File: src/rtl/dequant_zz_writer.sv
// Dequantizing writer: pairs each coefficient with its zigzag address, applies a
// position-dependent left shift and writes the block RAM. Optional macro DEQUANT_CLAMP_EN.
module dequant_zz_writer #(
    parameter int COEFF_W = 16
) (
    input  logic               Clock_50,
    input  logic               Reset,
    input  logic               start,
    input  logic               mode,
    input  logic               q_sel,
    input  logic               in_valid,
    input  logic [8:0]         in_data,
    output logic               in_ready,
    input  logic [7:0]         ZZ_address,
    output logic               ZZ_enable,
    output logic               ZZ_restart,
    output logic               wr_en,
    output logic [7:0]         wr_addr,
    output logic [COEFF_W-1:0] wr_data,
    output logic               busy,
    output logic               done
);

    // state     | meaning
    // S_IDLE    | waiting for start
    // S_RESTART | one-cycle zigzag counter restart
    // S_RUN     | accepting coefficients
    // S_DONE    | one-cycle end-of-block pulse
    typedef enum logic [1:0] {S_IDLE, S_RESTART, S_RUN, S_DONE} state_t;

    state_t             state_q, state_d;
    logic               mode_q, mode_d;
    logic               q_sel_q, q_sel_d;
    logic [8:0]         count_q, count_d;
    logic               in_ready_q, in_ready_d;
    logic               zz_restart_q, zz_restart_d;
    logic               wr_en_q, wr_en_d;
    logic [7:0]         wr_addr_q, wr_addr_d;
    logic [COEFF_W-1:0] wr_data_q, wr_data_d;
    logic               busy_q, busy_d;
    logic               done_q, done_d;

    logic               handshake;
    logic [3:0]         ri, ci;
    logic [4:0]         pos_sum;
    logic [2:0]         shift_amt;
    logic [COEFF_W-1:0] ext, shifted, dq;
    logic [8:0]         count_last;

    assign handshake  = in_valid & in_ready_q;
    assign count_last = mode_q ? 9'd255 : 9'd63;

    always_comb begin
        if (mode_q) begin
            ri = ZZ_address[7:4];
            ci = ZZ_address[3:0];
        end else begin
            ri = {1'b0, ZZ_address[5:3]};
            ci = {1'b0, ZZ_address[2:0]};
        end
    end

    assign pos_sum = 5'(ri) + 5'(ci);

    // DC keeps a fixed shift of 3 in both tables; AC shifts grow with frequency.
    always_comb begin
        if (pos_sum == 5'd0)
            shift_amt = 3'd3;
        else if (pos_sum <= 5'd3)
            shift_amt = q_sel_q ? 3'd1 : ((pos_sum == 5'd1) ? 3'd2 : 3'd3);
        else if (pos_sum <= 5'd7)
            shift_amt = q_sel_q ? 3'd2 : 3'd4;
        else if (pos_sum <= 5'd11)
            shift_amt = q_sel_q ? 3'd3 : 3'd5;
        else
            shift_amt = q_sel_q ? 3'd4 : 3'd6;
    end

    assign ext     = {{(COEFF_W-9){in_data[8]}}, in_data};
    assign shifted = ext << shift_amt;

`ifdef DEQUANT_CLAMP_EN
    localparam logic signed [COEFF_W-1:0] CLAMP_HI = COEFF_W'(2047);
    localparam logic signed [COEFF_W-1:0] CLAMP_LO = COEFF_W'(-2048);

    always_comb begin
        if ($signed(shifted) > CLAMP_HI)
            dq = CLAMP_HI;
        else if ($signed(shifted) < CLAMP_LO)
            dq = CLAMP_LO;
        else
            dq = shifted;
    end
`else
    assign dq = shifted;
`endif

    always_comb begin
        state_d      = state_q;
        mode_d       = mode_q;
        q_sel_d      = q_sel_q;
        count_d      = count_q;
        in_ready_d   = in_ready_q;
        zz_restart_d = 1'b0;
        wr_en_d      = 1'b0;
        wr_addr_d    = wr_addr_q;
        wr_data_d    = wr_data_q;
        busy_d       = busy_q;
        done_d       = 1'b0;
        case (state_q)
            S_IDLE: begin
                if (start) begin
                    state_d      = S_RESTART;
                    mode_d       = mode;
                    q_sel_d      = q_sel;
                    zz_restart_d = 1'b1;
                    busy_d       = 1'b1;
                end
            end
            S_RESTART: begin
                state_d    = S_RUN;
                count_d    = 9'd0;
                in_ready_d = 1'b1;
            end
            S_RUN: begin
                if (handshake) begin
                    count_d   = count_q + 9'd1;
                    wr_en_d   = 1'b1;
                    wr_addr_d = ZZ_address;
                    wr_data_d = dq;
                    if (count_q == count_last) begin
                        state_d    = S_DONE;
                        in_ready_d = 1'b0;
                        done_d     = 1'b1;
                    end
                end
            end
            S_DONE: begin
                state_d = S_IDLE;
                busy_d  = 1'b0;
            end
            default: begin
                state_d    = S_IDLE;
                in_ready_d = 1'b0;
                busy_d     = 1'b0;
            end
        endcase
    end

    always_ff @(posedge Clock_50 or posedge Reset) begin
        if (Reset) begin
            state_q      <= S_IDLE;
            mode_q       <= 1'b0;
            q_sel_q      <= 1'b0;
            count_q      <= 9'd0;
            in_ready_q   <= 1'b0;
            zz_restart_q <= 1'b0;
            wr_en_q      <= 1'b0;
            wr_addr_q    <= 8'd0;
            wr_data_q    <= '0;
            busy_q       <= 1'b0;
            done_q       <= 1'b0;
        end else begin
            state_q      <= state_d;
            mode_q       <= mode_d;
            q_sel_q      <= q_sel_d;
            count_q      <= count_d;
            in_ready_q   <= in_ready_d;
            zz_restart_q <= zz_restart_d;
            wr_en_q      <= wr_en_d;
            wr_addr_q    <= wr_addr_d;
            wr_data_q    <= wr_data_d;
            busy_q       <= busy_d;
            done_q       <= done_d;
        end
    end

    assign in_ready   = in_ready_q;
    assign ZZ_enable  = handshake;
    assign ZZ_restart = zz_restart_q;
    assign wr_en      = wr_en_q;
    assign wr_addr    = wr_addr_q;
    assign wr_data    = wr_data_q;
    assign busy       = busy_q;
    assign done       = done_q;

endmodule

File: config.mk
export PLATFORM = sky130hd
export DESIGN_NAME = dequant_zz_writer
export DESIGN_NICKNAME = d
export VERILOG_FILES = /design/src/rtl/dequant_zz_writer.sv
export SDC_FILE = /design/constraint.sdc
export NUM_CORES = 1
export LEC_CHECK = 0
export ABC_AREA = 1
export CORE_ASPECT_RATIO = 0.6
export CORE_MARGIN = 2
export CORE_UTILIZATION = 55
export DETAILED_ROUTE_END_ITERATION = 10
export DONT_BUFFER_PORTS = 1
export PLACE_DENSITY = 0.7
export SYNTH_ARGS = -nofsm -noshare
export SYNTH_HDL_FRONTEND = slang
export SYNTH_SLANG_ARGS = --single-unit
File: constraint.sdc
create_clock -name Clock_50 -period 3.44 [get_ports Clock_50]
set_input_delay 0.344 -clock Clock_50 [delete_from_list [all_inputs] [get_ports Clock_50]]
set_output_delay 0.344 -clock Clock_50 [all_outputs]
set_load 0.01 [all_outputs]
# After elaboration in Yosys (flattened, before gate mapping)
# Index checks and enable logic that the tools add are counted.
[word_totals]
input_bits = 23
reg_bits = 42
elab_cells = 66
[op_classes]
addsub = 2
order_cmp = 3
muxes = 30
bitwise = 1
reduce_logical = 10
eq_ne = 8
shifts = 1
[op_table]
columns = ["op", "n"]
rows = [
  ["$mux 3", 6],
  ["$pmux 9 s2", 1],
  ["$shl 16x3->16", 1],
  ["$mux 1", 11],
  ["$mux 2", 5],
  ["$add 9x1->9 const B", 1],
  ["$eq 9x8->1", 1],
  ["$mux 9", 1],
  ["$mux 4", 2],
  ["$mux 8", 1],
  ["$pmux 2 s4", 1],
  ["$reduce_and 2->1", 4],
  ["$ne 2x2->1 const B", 3],
  ["$reduce_and 3->1", 2],
  ["$add 4x4->5", 1],
  ["$eq 5x1->1 const B", 1],
  ["$le 5x2->1 const B", 1],
  ["$le 5x3->1 const B", 1],
  ["$le 5x4->1 const B", 1],
  ["$logic_not 5->1", 1],
  ["$eq 2x2->1 const B", 2],
  ["$pmux 1 s2", 2],
  ["$reduce_bool 2->1", 2],
  ["$eq 2x1->1 const B", 1],
  ["2 further kinds", 2],
]

# Depth between registers and ports, before layout
# Gate-level depths: netlist of the first run.
[depth]
word_depth = 8
ltp_mapped = 20

# Worst setup path after synthesis of the first run
# OpenSTA, ideal clock, no wires.
[synth_path]
path_type = "reg-to-reg"
start = "reg mode_q"
end = "reg wr_data_q[6], in the netlist wr_data[6]"
t_required_ps = 3316
n_path_buf = 1
path_stages_with_launch = 17
path_slack_ps = 688
setup_ps = 124
t_arrival_ps = 2628
path_cell_list = "dfrtp_1 > clkbuf_1 > nand2_1 > o21ai_0 > ha_1 > inv_1 > fa_1 > xnor2_1 > o21ai_0 > ha_1 > inv_1 > nand2_1 > nand3_2 > nor2_4 > nand3_1 > nand3_1 > nand3_1"
[synth_between]
elab_chain_len = 8
elab_cells_between_ends = 15
cone_classes = "add/sub: 1; order compare: 3; eq/ne: 1; shift: 1; mux: 8; reduce/logical: 1"
[synth_lines]
columns = ["item", "line_no", "text"]
rows = [
  ["start: declaration", "32", "logic mode_q, mode_d;"],
  ["start signal: assignment", "165", "mode_q <= mode_d;"],
  ["$mux 4", "54", "if (mode_q) begin"],
  ["$add 4x4->5 (*)", "63", "assign pos_sum = 5'(ri) + 5'(ci);"],
  ["$le 5x4->1 or $eq 5x1->1 (tied branches)", "73, 70", ""],
  ["$mux 3 or $mux 1 (tied branches)", "73, 70", ""],
  ["$mux 3 or $mux 2 (tied branches)", "71, 70", ""],
  ["$mux 3", "69", "else if (pos_sum <= 5'd3)"],
  ["$mux 3 (*)", "67", "if (pos_sum == 5'd0)"],
  ["$shl 16x3->16 (*)", "80", "assign shifted = ext << shift_amt;"],
  ["end signal: assignment", "172", "wr_data_q <= wr_data_d;"],
  ["end: declaration", "39", "logic [COEFF_W-1:0] wr_data_q, wr_data_d;"],
]
# Every way passes the cells marked *; elsewhere a longest branch is shown, timed or not.
# A chain may end at the register's enable or synchronous reset.

# Final worst setup path of the first run
# Ends and elaborated chain as after synthesis.

==> reports/qor.yml, run 1 <==
synth_seq_area_share: 0.4352
ir_worst_vdd_v: 0.0004378
synthTopCellsByArea: "dfrtp_1 44%, nand2_1 17%, nand3_1 11%"
crit_slowest_cell: "dfrtp_1"
syn2layout_area_growth_pct: 6.943
die_x_um: 89.55
multiInputGateArea_mm2: 0.001190
area.sequential_mm2: 0.001051
r2r_cells: 15
finalCriticalPeriod_ns: 3.093
drtPass1Iterations: 5
max_cap_violations: 0
wl_met2_mm: 2.189
grt_pass1_wl_mm: 9.901
skew_ns: 0.008016
fin_crit_sh: 0.8992
path_depth: 15
synth_ff_type: "dfrtp_1"
num_rows: 18
gp_congestion: 0.9187
yosysWarningCount: 0
cts_buffers: 5
hpwl_mm: 4.350
gr-total-overflow: 0
netlist.top_cell.by_area: "dfrtp_1"
syn-instance-count: 321
viasPerCell: 5.623
intPower_mw: 1.279
die_area_mm2: 0.004954
drt-met1-wl_mm: 2.929
cp_max_fo: 11
dp_cells: 379
netlist_area_mm2: 0.002415
grt_usage: 0.2586
max_slew.worst_pin.slew_ns: 0.5481
p_leak_nw: 1.366
antenna_found_initial: 0
final_hold_viol_count: 0
drt_iter0_drc: 169
nets: 360
ys_top_cells_by_count: "107 x nand2_1, 54 x nand3_1, 42 x dfrtp_1"
synthMostInstantiatedCell: "nand2_1"
synth_cell_types: 27
worst_setup_hold_path_clk_slew_ns: 0.08
drive_gt1_frac: 0.06769
crit_arrival_ns: 3.33
ant_nets: 0
slew_viol_final: 0
hold_path_class: "in -> async"
setup_viol: 0
core_area_mm2: 0.004167
totalWireLength_mm: 5.800
ys_ff_latch: 42
status: "finished clean"
seq_power_share: 0.333
clkSinkCount: 42
slowest_delay_ns: 0.48
power_switching_mw: 1.332
dr_wl_met3_um: 604
htree_levels: 2
yosysTopAreaCellShare: 0.4352
antenna_cells: 0
drc: 0
swShare: 0.5101
path_cells: "o21ai_0 > ha_1 > inv_1 > fa_1 > xnor2_1 > o21ai_0 > ha_1 > inv_1 > nand2_1 > nand3_2 > nor2_4 > nand3_1 > nand2_1 > nand2_1 > nand3_1"
port_buffers: 0
cts_hold_buf: 0
fin_cells: 385
clockPowerShare: 0.123
synth-edff-count: 0
path_delay_family: "adder cells"
grt_max_degree: 43
fin_tns_setup_ns: 0
clockBufferDepth: 2
async_flop_share: 1.000
path_class: "reg -> reg"
clock_latency_ns: 0.30
pin_count: 53
crit_path_end_kind: "register"
initial_core_util: 0.5796
slew_headroom: 0.6346
cp_num_buf_inv: 2
highest_layer: "met4"
power.total_mw: 2.611
drt-wirelength-per-cell_um: 15.06
vias: 2165
dieHeight_um: 55.33
cts-root-buf: "clkbuf_8"
place_area_mm2: 0.002496
cts_tree: "yes"
first_global_vias: 2034
nFillCells: 384
crit_required_ns: 3.68
final_area_mm2: 0.002582
critPathLaunchType: "register"
synth_fp_nets: 355
fmax_mhz: 323.3
path_common_cell: "nand2_1"
grt_setup_unrepaired: "false"
power.density_mw_per_mm2: 1011
combPwrFrac: 0.545
synth_area_per_cell_um2: 7.523
-- power by group through the flow --
stage	Sequential (mW)	Clock (mW)	Combinational [mW]
after floorplan	0.828	0	1.10
after global placement	0.872	0	1.36
after detailed placement	0.876	0	1.38
after CTS	0.869	0.325	1.39
after global routing	0.894	0.347	1.63
final	0.868	0.320	1.42
-- worst register-to-register path, stage by stage, from the launching register on --
cell and delay, ns:
dfrtp_1 0.48, o21ai_0 0.20, ha_1 0.22, inv_1 0.06, fa_1 0.40, xnor2_1 0.31
o21ai_0 0.14, ha_1 0.28, inv_1 0.04, nand2_1 0.10, nand3_2 0.15, nor2_4 0.24
nand3_1 0.12, nand2_1 0.13, nand2_1 0.09, nand3_1 0.07
-- state kept, by name, summed over array words and instances, names as in the netlist --
name	flops
wr_data	16
count_q	9
wr_addr	8
state_q	2
ZZ_restart	1
busy	1
done	1
in_ready	1
mode_q	1
q_sel_q	1
wr_en	1
-- through the flow --
step	setup slack [ns]	hold slack, ns	utilization
after floorplan	0.6878	0.4536	-
after global placement	0.3991	0.3906	0.5991
after detailed placement	0.2846	0.4052	0.5991
after CTS	0.2817	0.07996	0.6189
after global routing	0.05589	0.1136	0.6198
final	0.3468	0.04593	0.6198
-- layout make-up --
| type | count | area share |
|---|---|---|
| timing repair buffer | 6 | 0.01744 |
| tap | 60 | 0.02907 |
| clock buffer | 6 | 0.03198 |
| multi-input combinational | 234 | 0.4608 |
| sequential | 42 | 0.4070 |
| inverter | 37 | 0.05378 |
-- kinds of logic after synthesis --
kind of cell / count (synthesis) / synth area share
and+or+nand+nor: 191 / 0.3487
buffers and inverters: 45 / 0.07357
DFF: 42 / 0.4352
AOI/OAI and AO/OA: 28 / 0.06788
adders and majority gates: 11 / 0.06010
xor gates and xnor gates: 4 / 0.01451
-- path summary, 6_finish.rpt --
| kind | startpoint | slack [ns] | end |
|---|---|---|---|
| worst max-delay path | mode_q | 0.35 | wr_data[6] |
| worst min register to register | count_q[0] | 0.53 | count_q[0] |
| worst min-delay path | Reset | 0.05 | wr_addr[1] |
| min in group Clock_50 | ZZ_address[6] | 0.16 | wr_addr[6] |
| worst max register to register | mode_q | 0.35 | wr_data[6] |
| max in group asynchronous | Reset | 3.02 | count_q[8] |
-- cells in the final DEF, fill, tap and decap left out, drive strengths merged --
| cell | n |
|---|---|
| o41ai | 1 |
| nor2 | 17 |
| o21ai | 17 |
| dfrtp | 42 |
| nand2 | 109 |
| xnor2 | 1 |
| nor3b | 3 |
| o2111ai | 2 |
| fa | 1 |
| a21oi | 5 |
| o211ai | 1 |
| ha | 10 |
| clkbuf | 6 |
| clkinv | 1 |
| nand4 | 5 |
| buf | 6 |
| inv | 36 |
| xor2 | 3 |
| a22oi | 1 |
| nand3 | 57 |
| a22o | 1 |
-- per-layer routing --
metal,track usage,vias up
met3,0.07922,6
met2,0.3330,96
met5,0,-
met1,0.4094,1011
li1,-,1052
met4,0.07676,0
-- repair_timing --
item                       in CTS  in global routing
setup endpoints to repair       0                  4
gates resized for setup         0                  1
buffers inserted                0                  0
Power figures use the tool's default switching activity.
==> inputs of run 2 (changes only) <==
--- a/config.mk
+++ b/config.mk
@@ -6,6 +6,7 @@
 export NUM_CORES = 1
 export LEC_CHECK = 0
 export ABC_AREA = 1
+export CAP_MARGIN = 10
 export CORE_ASPECT_RATIO = 0.6
 export CORE_MARGIN = 2
 export CORE_UTILIZATION = 55
==> constraint.sdc (replaced) <==
create_clock -name Clock_50 -period 3.3 [get_ports Clock_50]
set_input_delay 0.33 -clock Clock_50 [delete_from_list [all_inputs] [get_ports Clock_50]]
set_output_delay 0.33 -clock Clock_50 [all_outputs]
set_load 0.01 [all_outputs]
==> run 2 against run 1 <==
  * Clock power is 10% higher
  * Core utilization is 0.33 points higher
  * Sequential share of layout area is 0.17 points lower
  * Worst setup slack worse by 0.083 ns
  * Clock-buffer cell count stayed put
  * Global-route usage is 1.6 points lower
  * Maximum frequency is 1.9% higher
  * Cell count is 0.52% higher
  * Largest cell class unchanged
  * Highest routed layer unchanged
==> reports/qor.yml, run 2 (synthesized netlist as in run 1, its figures left out) <==
multiInputGateArea_mm2: 0.001190  # unchanged
drt-wirelength-per-cell_um: 14.34  # -4.8%
path_common_cell: "nand3_1"
final_hold_viol_count: 0  # unchanged
drt_iter0_drc: 168  # -0.59%
clkSinkCount: 42  # unchanged
grt_usage: 0.2425  # -0.01607
use_met1: 0.4031  # -0.006325
first_global_vias: 1901  # -6.5%
seq_power_share: 0.332  # about the same
cts_buffers: 5  # unchanged
crit_slowest_cell: "dfrtp_2"
cts_hold_buf: 0  # unchanged
use_met3: 0.07324  # -0.005979
swShare: 0.5083  # -0.001839
grt_setup_unrepaired: "false"
path_class: "reg -> reg"
grt_pass1_wl_mm: 9.301  # -6.1%
final_area_mm2: 0.002596  # +0.53%
die_area_mm2: 0.004954  # unchanged
dp_cells: 379  # unchanged
area.sequential_mm2: 0.001052  # +0.12%
clock_latency_ns: 0.30  # about the same
intPower_mw: 1.342  # +4.9%
status: "finished clean"
antenna_cells: 0  # unchanged
power.density_mw_per_mm2: 1051  # +4.0%
max_slew.worst_pin.slew_ns: 0.5435  # -0.004600 ns
final_common_cell: "nand2_1"
place_ws_ns: 0.1899  # -0.09468 ns
port_buffers: 0  # unchanged
crit_path_end_kind: "register"
fin_util: 0.6231  # +0.003303
num_rows: 18  # unchanged
largest_register_ffs: 16  # unchanged
fin_cells: 387  # +0.52%
hold_ws_ns: 0.03163  # -0.01430 ns
critPathLaunchType: "register"
totalWireLength_mm: 5.551  # -4.3%
ant_nets: 0  # unchanged
dieHeight_um: 55.33  # unchanged
drtPass1Iterations: 5  # unchanged
syn2layout_area_growth_pct: 7.513
nFillCells: 357  # -7.0%
clockBufferDepth: 2  # unchanged
setup_ws_ns: 0.2638  # -0.08303 ns
power.total_mw: 2.729  # +4.5%
worst_setup_hold_path_clk_slew_ns: 0.08  # about the same
grt.met2_usage: 0.2994  # -0.03361
nets: 360  # unchanged
antenna_found_initial: 0  # unchanged
vias: 2126  # -1.8%
path_cells: "o21ai_0 > ha_1 > inv_1 > fa_1 > xnor2_1 > o21ai_0 > ha_1 > inv_1 > nand2_1 > nand3_2 > nor2_4 > nand3_1 > nand3_1 > nand3_1"
htree_levels: 2  # unchanged
clockPowerShare: 0.129  # +0.006
p_leak_nw: 1.369  # +0.21%
combPwrFrac: 0.539  # -0.006
crit_required_ns: 3.48  # -0.20 ns
slowest_delay_ns: 0.47  # about the same
die_x_um: 89.55  # unchanged
pin_count: 53  # unchanged
grt_max_degree: 43  # unchanged
initial_core_util: 0.5796  # unchanged
core_area_mm2: 0.004167  # unchanged
max_cap_violations: 0  # unchanged
cts-root-buf: "clkbuf_8"
cp_max_fo: 11  # unchanged
gr-total-overflow: 0  # unchanged
skew_ns: 0.007810  # -0.0002060 ns
crit_arrival_ns: 3.21  # -0.12 ns
fin_tns_setup_ns: 0  # unchanged
fmax_mhz: 329.4  # +1.9%
finalCriticalPeriod_ns: 3.036  # -0.05698 ns
busiest_layer: "met1"
drive_gt1_frac: 0.07645  # +0.008760
fin_crit_sh: 0.9201  # +0.02088
viasPerCell: 5.494  # -2.3%
final_cell_mix: "107 x nand2_1, 54 x nand3_1, 41 x dfrtp_1"
slew_viol_final: 0  # unchanged
power_switching_mw: 1.387  # +4.2%
place_area_mm2: 0.002496  # unchanged
ir_worst_vdd_v: 0.0005062  # +16%
setup_viol: 0  # unchanged
gp_congestion: 0.9348  # +1.8%
drc: 0  # unchanged
slew_headroom: 0.6377  # +0.003066
hpwl_mm: 4.146  # -4.7%
hold_path_class: "in -> async"
cts_tree: "yes"
-- run 2: cell count changes in the layout (fill, tap and decap cells not counted), sizes merged --
| cell | change |
|---|---|
| clkinv | +1 |
| clkinvlp | +1 |
-- run 2: final timing paths --
path	slack, ns	depth (start not counted)	start	to
worst max register to register	0.26	14	mode_q	wr_data[4]
min in group Clock_50	0.14	2	ZZ_address[4]	wr_addr[4]
max in group asynchronous	2.87	2	Reset	mode_q
worst max-delay path	0.26	14	mode_q	wr_data[4]
worst min-delay path	0.03	2	Reset	wr_en
worst min register to register	0.54	1	count_q[0]	count_q[0]
-- run 2: per-layer routing --
metal	part of all wire	up-vias	routed length (um)
met2	0.38	84	2102
li1	-	1047	-
met5	0	-	0
met1	0.53	989	2929
met3	0.086	6	478
met4	0.0072	0	40
-- run 2: cell type report --
cell class	count	area share
clock buffers	6	0.03181
well taps	60	0.02892
multi-input cells	234	0.4583
clock inverters	2	0.004819
inverters	37	0.05349
flip-flops and latches	42	0.4053
repair buffers	6	0.01735
-- run 2: power groups by stage --
stage	Combinational (mW)	Clock [mW]	Sequential (mW)
2_1_floorplan	1.15	0	0.864
3_3_place_gp	1.43	0	0.910
3_5_place_dp	1.43	0	0.913
4_1_cts	1.44	0.363	0.905
5_1_grt	1.68	0.388	0.937
6_report	1.47	0.353	0.907
-- run 2: what timing repair did --
item | in CTS | in global routing
resized for setup | 0 | 2
endpoints found under the setup margin | 0 | 11
setup buffers | 0 | 0
-- run 2: worst max-delay path: cells and delay by family (launching register included) --
| kind | cells | cell delay (ns) |
|---|---|---|
| compound gates | 2 | 0.32 |
| fa+ha+maj | 3 | 0.91 |
| flops | 1 | 0.47 |
| simple gates | 6 | 0.81 |
| xor+xnor | 1 | 0.30 |
| buf+inv | 2 | 0.11 |
